<file path="config.mk">
export PLATFORM = sky130hd
export DESIGN_NAME = load_store_unit_flat
export DESIGN_NICKNAME = d
export VERILOG_FILES = /design/src/rtl/load_store_unit_if.sv /design/src/rtl/load_store_unit.sv /design/src/flat_wrapper.sv
export SDC_FILE = /design/constraint.sdc
export NUM_CORES = 1
export LEC_CHECK = 0
export CORE_ASPECT_RATIO = 0.6
export CORE_MARGIN = 2
export CORE_UTILIZATION = 41
export DETAILED_ROUTE_END_ITERATION = 8
export PLACE_DENSITY = 0.78
export SETUP_SLACK_MARGIN = 0.3
export SYNTH_ARGS = -nofsm -noshare
export SYNTH_HDL_FRONTEND = slang
export SYNTH_SLANG_ARGS = --single-unit
</file>
<file path="constraint.sdc">
create_clock -name clk -period 2.1 [get_ports clk]
set_input_delay 0.63 -clock clk [delete_from_list [all_inputs] [get_ports clk]]
set_output_delay 0.63 -clock clk [all_outputs]
set_load 0.02 [all_outputs]
</file>
<file path="src/rtl/load_store_unit_if.sv">
// Memory-side bus between the load/store unit (master) and a memory or fabric port (slave).
// The master holds its request steady while valid is high. The slave completes the access by raising ready.
interface load_store_unit_if;
  logic        valid;
  logic        we;
  logic [31:0] addr;
  logic [31:0] wdata;
  logic [3:0]  wstrb;
  logic        ready;
  logic [31:0] rdata;

  modport master (
    output valid, we, addr, wdata, wstrb,
    input  ready, rdata
  );

  modport slave (
    input  valid, we, addr, wdata, wstrb,
    output ready, rdata
  );
endinterface

</file>
<file path="src/rtl/load_store_unit.sv">
// Load/store unit with an IDLE -> BUSY -> RESP handshake toward the memory bus and a bus timeout.
// Optional macro MISALIGN_CHECK_EN rejects misaligned halfword and word accesses instead of aligning them.
module load_store_unit #(
  parameter int TIMEOUT = 15
) (
  input  logic                    clk,
  input  logic                    reset,
  input  logic                    MemRead,
  input  logic                    MemWrite,
  input  logic [2:0]              funct3,
  input  logic [31:0]             ALUResult,
  input  logic [31:0]             WriteData,
  output logic [31:0]             ReadData,
  output logic                    Stall,
  output logic                    Error,
  output logic                    Misaligned,
  load_store_unit_if.master       bus
);

  localparam logic [1:0] IDLE = 2'd0;
  localparam logic [1:0] BUSY = 2'd1;
  localparam logic [1:0] RESP = 2'd2;
  localparam logic [3:0] TIMEOUT_CNT = 4'(TIMEOUT);

  logic [1:0]  state_q, state_d;
  logic [31:0] addr_q, addr_d;
  logic [31:0] wdata_q, wdata_d;
  logic [3:0]  wstrb_q, wstrb_d;
  logic [2:0]  funct3_q, funct3_d;
  logic        we_q, we_d;
  logic [3:0]  cnt_q, cnt_d;
  logic [31:0] rdata_q, rdata_d;
  logic        err_q, err_d;
  logic        mis_q, mis_d;

  logic        req, req_byte, req_half, mis_req;
  logic [3:0]  req_wstrb;
  logic [31:0] req_wdata;
  logic [7:0]  ld_byte;
  logic [15:0] ld_half;
  logic [31:0] ld_fmt;

  assign req = MemRead | MemWrite;

  // A store decodes only SB/SH as sub-word; every other store funct3 is SW.
  // A load decodes funct3[1:0], so that BU and HU share their size with B and H.
  always_comb begin
    req_byte = MemWrite ? (funct3 == 3'b000) : (funct3[1:0] == 2'b00);
    req_half = MemWrite ? (funct3 == 3'b001) : (funct3[1:0] == 2'b01);
  end

`ifdef MISALIGN_CHECK_EN
  assign mis_req = (req_half & ALUResult[0]) | (!req_byte & !req_half & (ALUResult[1:0] != 2'b00));
`else
  assign mis_req = 1'b0;
`endif

  always_comb begin
    req_wstrb = 4'b0000;
    req_wdata = WriteData;
    if (MemWrite) begin
      if (req_byte) begin
        req_wstrb = 4'b0001 << ALUResult[1:0];
        req_wdata = {4{WriteData[7:0]}};
      end else if (req_half) begin
        req_wstrb = 4'b0011 << {ALUResult[1], 1'b0};
        req_wdata = {2{WriteData[15:0]}};
      end else begin
        req_wstrb = 4'b1111;
      end
    end
  end

  // Select the load lane from the returned word. Bit 2 of funct3 selects zero extension.
  always_comb begin
    ld_byte = bus.rdata[8*addr_q[1:0] +: 8];
    ld_half = addr_q[1] ? bus.rdata[31:16] : bus.rdata[15:0];
    if (funct3_q[1:0] == 2'b00) begin
      ld_fmt = {{24{ld_byte[7] & !funct3_q[2]}}, ld_byte};
    end else if (funct3_q[1:0] == 2'b01) begin
      ld_fmt = {{16{ld_half[15] & !funct3_q[2]}}, ld_half};
    end else begin
      ld_fmt = bus.rdata;
    end
  end

  always_comb begin
    state_d  = state_q;
    addr_d   = addr_q;
    wdata_d  = wdata_q;
    wstrb_d  = wstrb_q;
    funct3_d = funct3_q;
    we_d     = we_q;
    cnt_d    = cnt_q;
    rdata_d  = rdata_q;
    err_d    = 1'b0;
    mis_d    = 1'b0;
    case (state_q)
      IDLE: begin
        if (req) begin
          addr_d   = ALUResult;
          wdata_d  = req_wdata;
          wstrb_d  = req_wstrb;
          funct3_d = funct3;
          we_d     = MemWrite;
          cnt_d    = 4'd0;
          if (mis_req) begin
            state_d = RESP;
            mis_d   = 1'b1;
            rdata_d = 32'd0;
          end else begin
            state_d = BUSY;
          end
        end
      end
      BUSY: begin
        if (bus.ready) begin
          state_d = RESP;
          if (!we_q) rdata_d = ld_fmt;
        end else begin
          cnt_d = cnt_q + 4'd1;
          if (cnt_d == TIMEOUT_CNT) begin
            state_d = RESP;
            err_d   = 1'b1;
            rdata_d = 32'd0;
          end
        end
      end
      RESP:    state_d = IDLE;
      default: state_d = IDLE;
    endcase
  end

  always_ff @(posedge clk or negedge reset) begin
    if (!reset) begin
      state_q  <= IDLE;
      addr_q   <= 32'd0;
      wdata_q  <= 32'd0;
      wstrb_q  <= 4'd0;
      funct3_q <= 3'd0;
      we_q     <= 1'b0;
      cnt_q    <= 4'd0;
      rdata_q  <= 32'd0;
      err_q    <= 1'b0;
      mis_q    <= 1'b0;
    end else begin
      state_q  <= state_d;
      addr_q   <= addr_d;
      wdata_q  <= wdata_d;
      wstrb_q  <= wstrb_d;
      funct3_q <= funct3_d;
      we_q     <= we_d;
      cnt_q    <= cnt_d;
      rdata_q  <= rdata_d;
      err_q    <= err_d;
      mis_q    <= mis_d;
    end
  end

  // bus_valid decodes straight from state, so an asynchronous reset withdraws the request at once.
  assign bus.valid = (state_q == BUSY);
  assign bus.we    = we_q;
  assign bus.addr  = {addr_q[31:2], 2'b00};
  assign bus.wdata = wdata_q;
  assign bus.wstrb = wstrb_q;

  assign Stall    = ((state_q == IDLE) & req) | (state_q == BUSY);
  assign ReadData = rdata_q;
  assign Error    = err_q;
`ifdef MISALIGN_CHECK_EN
  assign Misaligned = mis_q;
`else
  assign Misaligned = 1'b0 & mis_q;
`endif

endmodule
</file>
<file path="src/flat_wrapper.sv">
// flat-port wrapper written by rule: the top's interface ports become plain ports
module load_store_unit_flat 
#(
  parameter int TIMEOUT = 15
)
  (clk, reset, MemRead, MemWrite, funct3, ALUResult, WriteData, ReadData, Stall, Error, Misaligned, bus_valid, bus_we, bus_addr, bus_wdata, bus_wstrb, bus_ready, bus_rdata);
  load_store_unit_if bus_i ();
  input  logic clk;
  input  logic reset;
  input  logic MemRead;
  input  logic MemWrite;
  input  logic [2:0] funct3;
  input  logic [31:0] ALUResult;
  input  logic [31:0] WriteData;
  output logic [31:0] ReadData;
  output logic Stall;
  output logic Error;
  output logic Misaligned;
  output wire logic [$bits(bus_i.valid)-1:0] bus_valid;
  output wire logic [$bits(bus_i.we)-1:0] bus_we;
  output wire logic [$bits(bus_i.addr)-1:0] bus_addr;
  output wire logic [$bits(bus_i.wdata)-1:0] bus_wdata;
  output wire logic [$bits(bus_i.wstrb)-1:0] bus_wstrb;
  input wire logic [$bits(bus_i.ready)-1:0] bus_ready;
  input wire logic [$bits(bus_i.rdata)-1:0] bus_rdata;
  assign bus_valid = bus_i.valid;
  assign bus_we = bus_i.we;
  assign bus_addr = bus_i.addr;
  assign bus_wdata = bus_i.wdata;
  assign bus_wstrb = bus_i.wstrb;
  assign bus_i.ready = bus_ready;
  assign bus_i.rdata = bus_rdata;
  load_store_unit #(.TIMEOUT(TIMEOUT)) u_core (.clk(clk), .reset(reset), .MemRead(MemRead), .MemWrite(MemWrite), .funct3(funct3), .ALUResult(ALUResult), .WriteData(WriteData), .ReadData(ReadData), .Stall(Stall), .Error(Error), .Misaligned(Misaligned), .bus(bus_i));
endmodule
</file>
# Word-level counts from Yosys, hierarchy flattened
# Cells that the tools add are included.
# word_totals
regBits,111
in_bits,104
output_inout_bits,105
wordCells,62
# classes
add_sub_neg,1
eq_ne,9
shifts,3
mux,24
bitwise_logic,5
reduce_logical,11
# op_table
op,n
32-bit two-way mux,8
32-bit by 6-bit indexed part select with 8-bit output,1
4-bit two-way mux,5
16-bit two-way mux,1
4-bit case mux with 2 select lines,1
2-bit by 1-bit equality test with 1-bit output (second input constant),3
2-bit zero test,3
2-bit two-way mux,3
3-bit AND reduction,2
1-bit two-way mux,5
4-bit by 1-bit adder with 4-bit output (second input constant),1
4-bit equality test (second input constant),1
2-bit != test (second input constant),2
2-bit case mux with 2 select lines,1
2-bit AND reduction,2
2-bit nonzero test,2
1-bit by 2-bit << shifter with 4-bit output (first input constant),1
2-bit by 2-bit << shifter with 4-bit output (first input constant),1
1-bit AND,3
3-bit by 1-bit equality test with 1-bit output (second input constant),1
3-bit zero test,1
3-bit by 1-bit != test with 1-bit output (second input constant),1
2-bit by 1-bit != test with 1-bit output (second input constant),1
1-bit OR,2
1-bit zero test,1

# Longest topological paths before layout
# logic_depth
word_depth,6
depth_mapped,7
depth_no_buf,6

# Worst setup path before layout
# Ideal clock, no wire load.
# synth_timing
path_type,in2out
startpoint,input port MemWrite
endpoint,output port Stall
arrival_ps,1615
t_required_ps,1470
slack_ps,-145
path_stages,4
path_buffers,2
path_cell_list,o21ai_0 > clkbuf_1 > clkbuf_1 > nand2_1
# synth_via
elab_chain_len,3
# synth_rtl
item,line_no,text
start: declaration,flat_wrapper.sv:11,input logic MemWrite;
1-bit OR,load_store_unit.sv:43,assign req = MemRead | MemWrite;
1-bit AND,load_store_unit.sv:167,assign Stall = ((state_q == IDLE) & req) | (state_q == BUSY);
1-bit OR,load_store_unit.sv:167,
end: declaration,flat_wrapper.sv:16,output logic Stall;
# Every way passes these cells.

# Final worst setup path
# layout_timing
startpoint,register u_core.addr_q[0]
endpoint,"register u_core.rdata_q[9], in the netlist u_core.ReadData[9]"
# layout_via
elab_chain_len,5
# layout_rtl
item,line_no,text
start: declaration,load_store_unit.sv:26,"logic [31:0] addr_q, addr_d;"
start signal: assignment,load_store_unit.sv:148,addr_q <= addr_d;
32-bit by 6-bit indexed part select with 8-bit output,load_store_unit.sv:76,ld_byte = bus.rdata[8*addr_q[1:0] +: 8];
1-bit AND,load_store_unit.sv:79,"ld_fmt = {{24{ld_byte[7] & !funct3_q[2]}}, ld_byte};"
32-bit two-way mux,load_store_unit.sv:78,if (funct3_q[1:0] == 2'b00) begin
32-bit two-way mux,load_store_unit.sv:119,if (!we_q) rdata_d = ld_fmt;
32-bit two-way mux,load_store_unit.sv:117,if (bus.ready) begin
end signal: assignment,load_store_unit.sv:154,rdata_q <= rdata_d;
end: declaration,load_store_unit.sv:32,"logic [31:0] rdata_q, rdata_d;"
# Every way passes these cells. The select of a mux whose other input is x is not followed.
# A chain may end at the register's enable or synchronous reset.

==> flow_summary.yaml <==
run_status:
  status: "completed"
worst_setup_path:
  regToRegStartpoint: "u_core.addr_q[0]"
  reg2reg_depth: 6
  critPathRequiredTime_ns: 2.33
  crit_fanout: 8
  critPathLaunchType: "flop"
  crit_type: "flop to flop"
  end_kind: "flop"
  crit_arrival_ns: 2.15
  rr_endpoint: "u_core.ReadData[9]"
  rrSetupSlack_ns: 0.18
die:
  start_util_pct: 41.68
  dieHeight_um: 94.89
  placementRows: 33
  core_sq_um: 13540
  fp.dieW_um: 155.5
  die_area_sq_um: 14750
  io_pins: 209
placement:
  place_congestion: 0.9077
  dpl_worst_slack_ns: -0.4907
  dp_hpwl_um: 12210
  port_buffers: 205
final_layout:
  area_growth_syn_to_layout_pct: 52.67
  ff_latch_area_sq_um: 2779
  nFillCells: 1100
  nNetsFinal: 832
  antenna_cells: 0
  multiInputGateArea_sq_um: 2669
  utilization_pct: 63.63
  drive_above_1_share_pct: 25.44
clock_network:
  clk_path_buf_depth: 2
  clock_sinks: 111
  htreeDepth: 3
  clk_latency_ns: 0.35
  cts_tree: "built"
  path_clk_slew_ns: 0.08
  holdBufCountCts: 0
  numCtsBuffers: 9
  cts_root_buffer: "clkbuf_16"
synthesis:
  yosys_register_bits: 111
  synth_edf_count: 0
  synthMostInstantiatedCell: "dfrtp_1"
  syn_area_per_cell_sq_um: 10.92
  yosys.cell_types.count: 40
  netlist_area_sq_um: 5644
  synth_top_area_cell: "dfrtp_1"
  yosysTopAreaCellShare_pct: 49.21
  yosys-top-cells-area: "dfrtp_1 (49%), mux2_2 (13%), mux2i_1 (6.7%)"
  synthFlopType: "dfrtp_1"
  ys_warn_count: 0
  synthArstFlopShare_pct: 100.0
  synthCells: 517
  synthTopCellsByCount: "dfrtp_1 (111), mux2_2 (65), nand2_1 (55), o21ai_0 (48), mux2i_1 (38)"
  ys_seq_area_share_pct: 49.21
route:
  ant_nets: 0
  drt_wl_total_um: 17610
  drt-initial-drc-count: 313
  drcViolationCount: 0
  vias_per_cell: 5.329
  firstDrtPassIters: 5
  vias: 4828
  wire_per_inst_um: 19.44
global_route:
  gr-total-overflow: 0
  antenna_found_initial: 0
  grt_pass1_vias: 5027
  track_usage_pct: 24.56
  grt_pass1_wl_um: 27720
  grt_max_degree: 51
run:
  drv_cap: 0
pwr:
  comb_power_share_pct: 54.6
  p_int_mw: 7.165
  swShare_pct: 41.17
  p_leak_nw: 4.005
  p_clk_share_pct: 14.6
  power_density_nw_per_um2: 1413
  ir_worst_vdd_mv: 0.6980
  total_power_mw: 12.18
  p_seq_share_pct: 30.8
  switchingPower_mw: 5.015
sta:
  setup_ws_ns: 0.1792
  fin_skew_ns: 0.01206
  slew_violations: 0
  fin_crit_ns: 1.921
  max_freq_mhz: 520.6
  setup_viol: 0
  rsz0062_at_grt: "true"
  whs_ns: 0.1763
  hold_viol_final: 0
  fin_crit_sh_pct: 91.47
worst_hold_path:
  hold_class: "primary input to asynchronous set/reset pin"
==> area by class of cell <==
type	instances	share of cell area [%]
Multi-Input combinational cell	323	30.97
Sequential cell	111	32.25
Inverter	18	0.7841
Tap cell	175	2.541
Timing Repair Buffer	263	29.94
Clock buffer	9	2.614
Clock inverter	7	0.9002
==> power by group through the flow <==
| stage | logic, mW | registers (mW) | clock network, mW |
|---|---|---|---|
| after CTS | 6.45 | 3.73 | 1.83 |
| final | 6.65 | 3.75 | 1.78 |
| after floorplan | 3.25 | 4.40 | 0 |
| after detailed placement | 6.55 | 3.77 | 0 |
| after global routing | 7.08 | 3.89 | 1.93 |
| after global placement | 6.40 | 3.71 | 0 |
==> cell usage in the layout, fill, tap and decap left out, types with 3 or more instances in the layout <==
cell type,Yosys,layout
mux2_2,65,44
nor2_4,0,3
buf_16,0,4
a21oi_1,17,14
nand2b_1,12,9
conb_1,1,3
inv_1,18,17
o21ai_0,48,46
nor2_1,8,5
clkbuf_16,0,9
buf_6,3,8
clkdlybuf4s50_1,0,94
buf_12,0,7
a221oi_2,0,7
o22ai_1,15,15
inv_6,0,3
clkdlybuf4s15_2,0,3
dlygate4sd2_1,0,103
nor2b_1,5,3
o2111ai_1,7,7
buf_4,33,39
dfrtp_1,111,110
mux2_4,3,24
mux2i_1,38,37
nand3_1,4,3
a21o_1,10,10
a21oi_2,0,3
nand2_1,55,53
==> critical path, stage by stage (launching register included) <==
cell and delay [ns]:
dfrtp_1 0.42, mux4_2 0.54, nor2b_4 0.15, o31ai_4 0.17, buf_6 0.19, a221oi_2 0.05
mux2_4 0.27
==> worst max-delay path by stage <==
stage               slack, ns         startpoint                   to
global route             0.11    u_core.cnt_q[1]  u_core.ReadData[30]
CTS                      0.09  u_core.state_q[0]                Stall
floorplan                0.13      bus_rdata[23]  u_core.ReadData[20]
global placement        -0.43           MemWrite                Stall
finish                   0.18   u_core.addr_q[0]   u_core.ReadData[9]
detailed placement      -0.49      bus_rdata[31]  u_core.ReadData[14]
==> cell families (layout without fill, tap and decap cells) <==
| family | Yosys count | after routing | share of synthesized area [%] |
|---|---|---|---|
| AO/OA/AOI/OAI | 114 | 114 | 12.61 |
| flip-flops | 111 | 111 | 49.21 |
| multiplexers | 108 | 108 | 21.30 |
| AND/OR/NAND/NOR | 94 | 95 | 7.670 |
| buffers and inverters | 86 | 297 | 8.535 |
| adder cells (fa/ha/maj) | 2 | 2 | 0.4433 |
| other | 1 | 3 | 0.06644 |
| XOR/XNOR | 1 | 1 | 0.1552 |
==> per-stage QoR <==
stage               cell area [sq um]  cells  setup TNS [ns]
floorplan                        5685    519               0
global placement                 7961    875          -20.37
detailed placement               7961    875          -24.15
CTS                              8497    903               0
global route                     8617    906               0
finish                           8617    906               0
==> registers in the layout (all words and copies together), names as in the netlist <==
register	cells
u_core.ReadData	32
u_core.Error	1
u_core.bus.we	1
u_core.funct3_q	3
u_core.addr_q	32
u_core.state_q	2
u_core.cnt_q	4
u_core.bus.wdata	32
u_core.bus.wstrb	4
==> layer usage <==
layer / wire (um) / track usage [%] / share of wire, % / vias up
met1: 7951 / 33.78 / 45 / 2395
met3: 1504 / 8.490 / 8.5 / 25
met4: 320 / 7.339 / 1.8 / 0
met5: 0 / 0 / 0 / -
li1: - / - / - / 2208
met2: 7834 / 36.76 / 44 / 200
==> timing repair <==
item	4_1_cts	5_1_grt
setup endpoints to repair	201	53
cloned	5	0
pin swaps	8	6
setup buffers	7	3
gates resized for setup	173	23
Power figures use the tool's default switching activity.
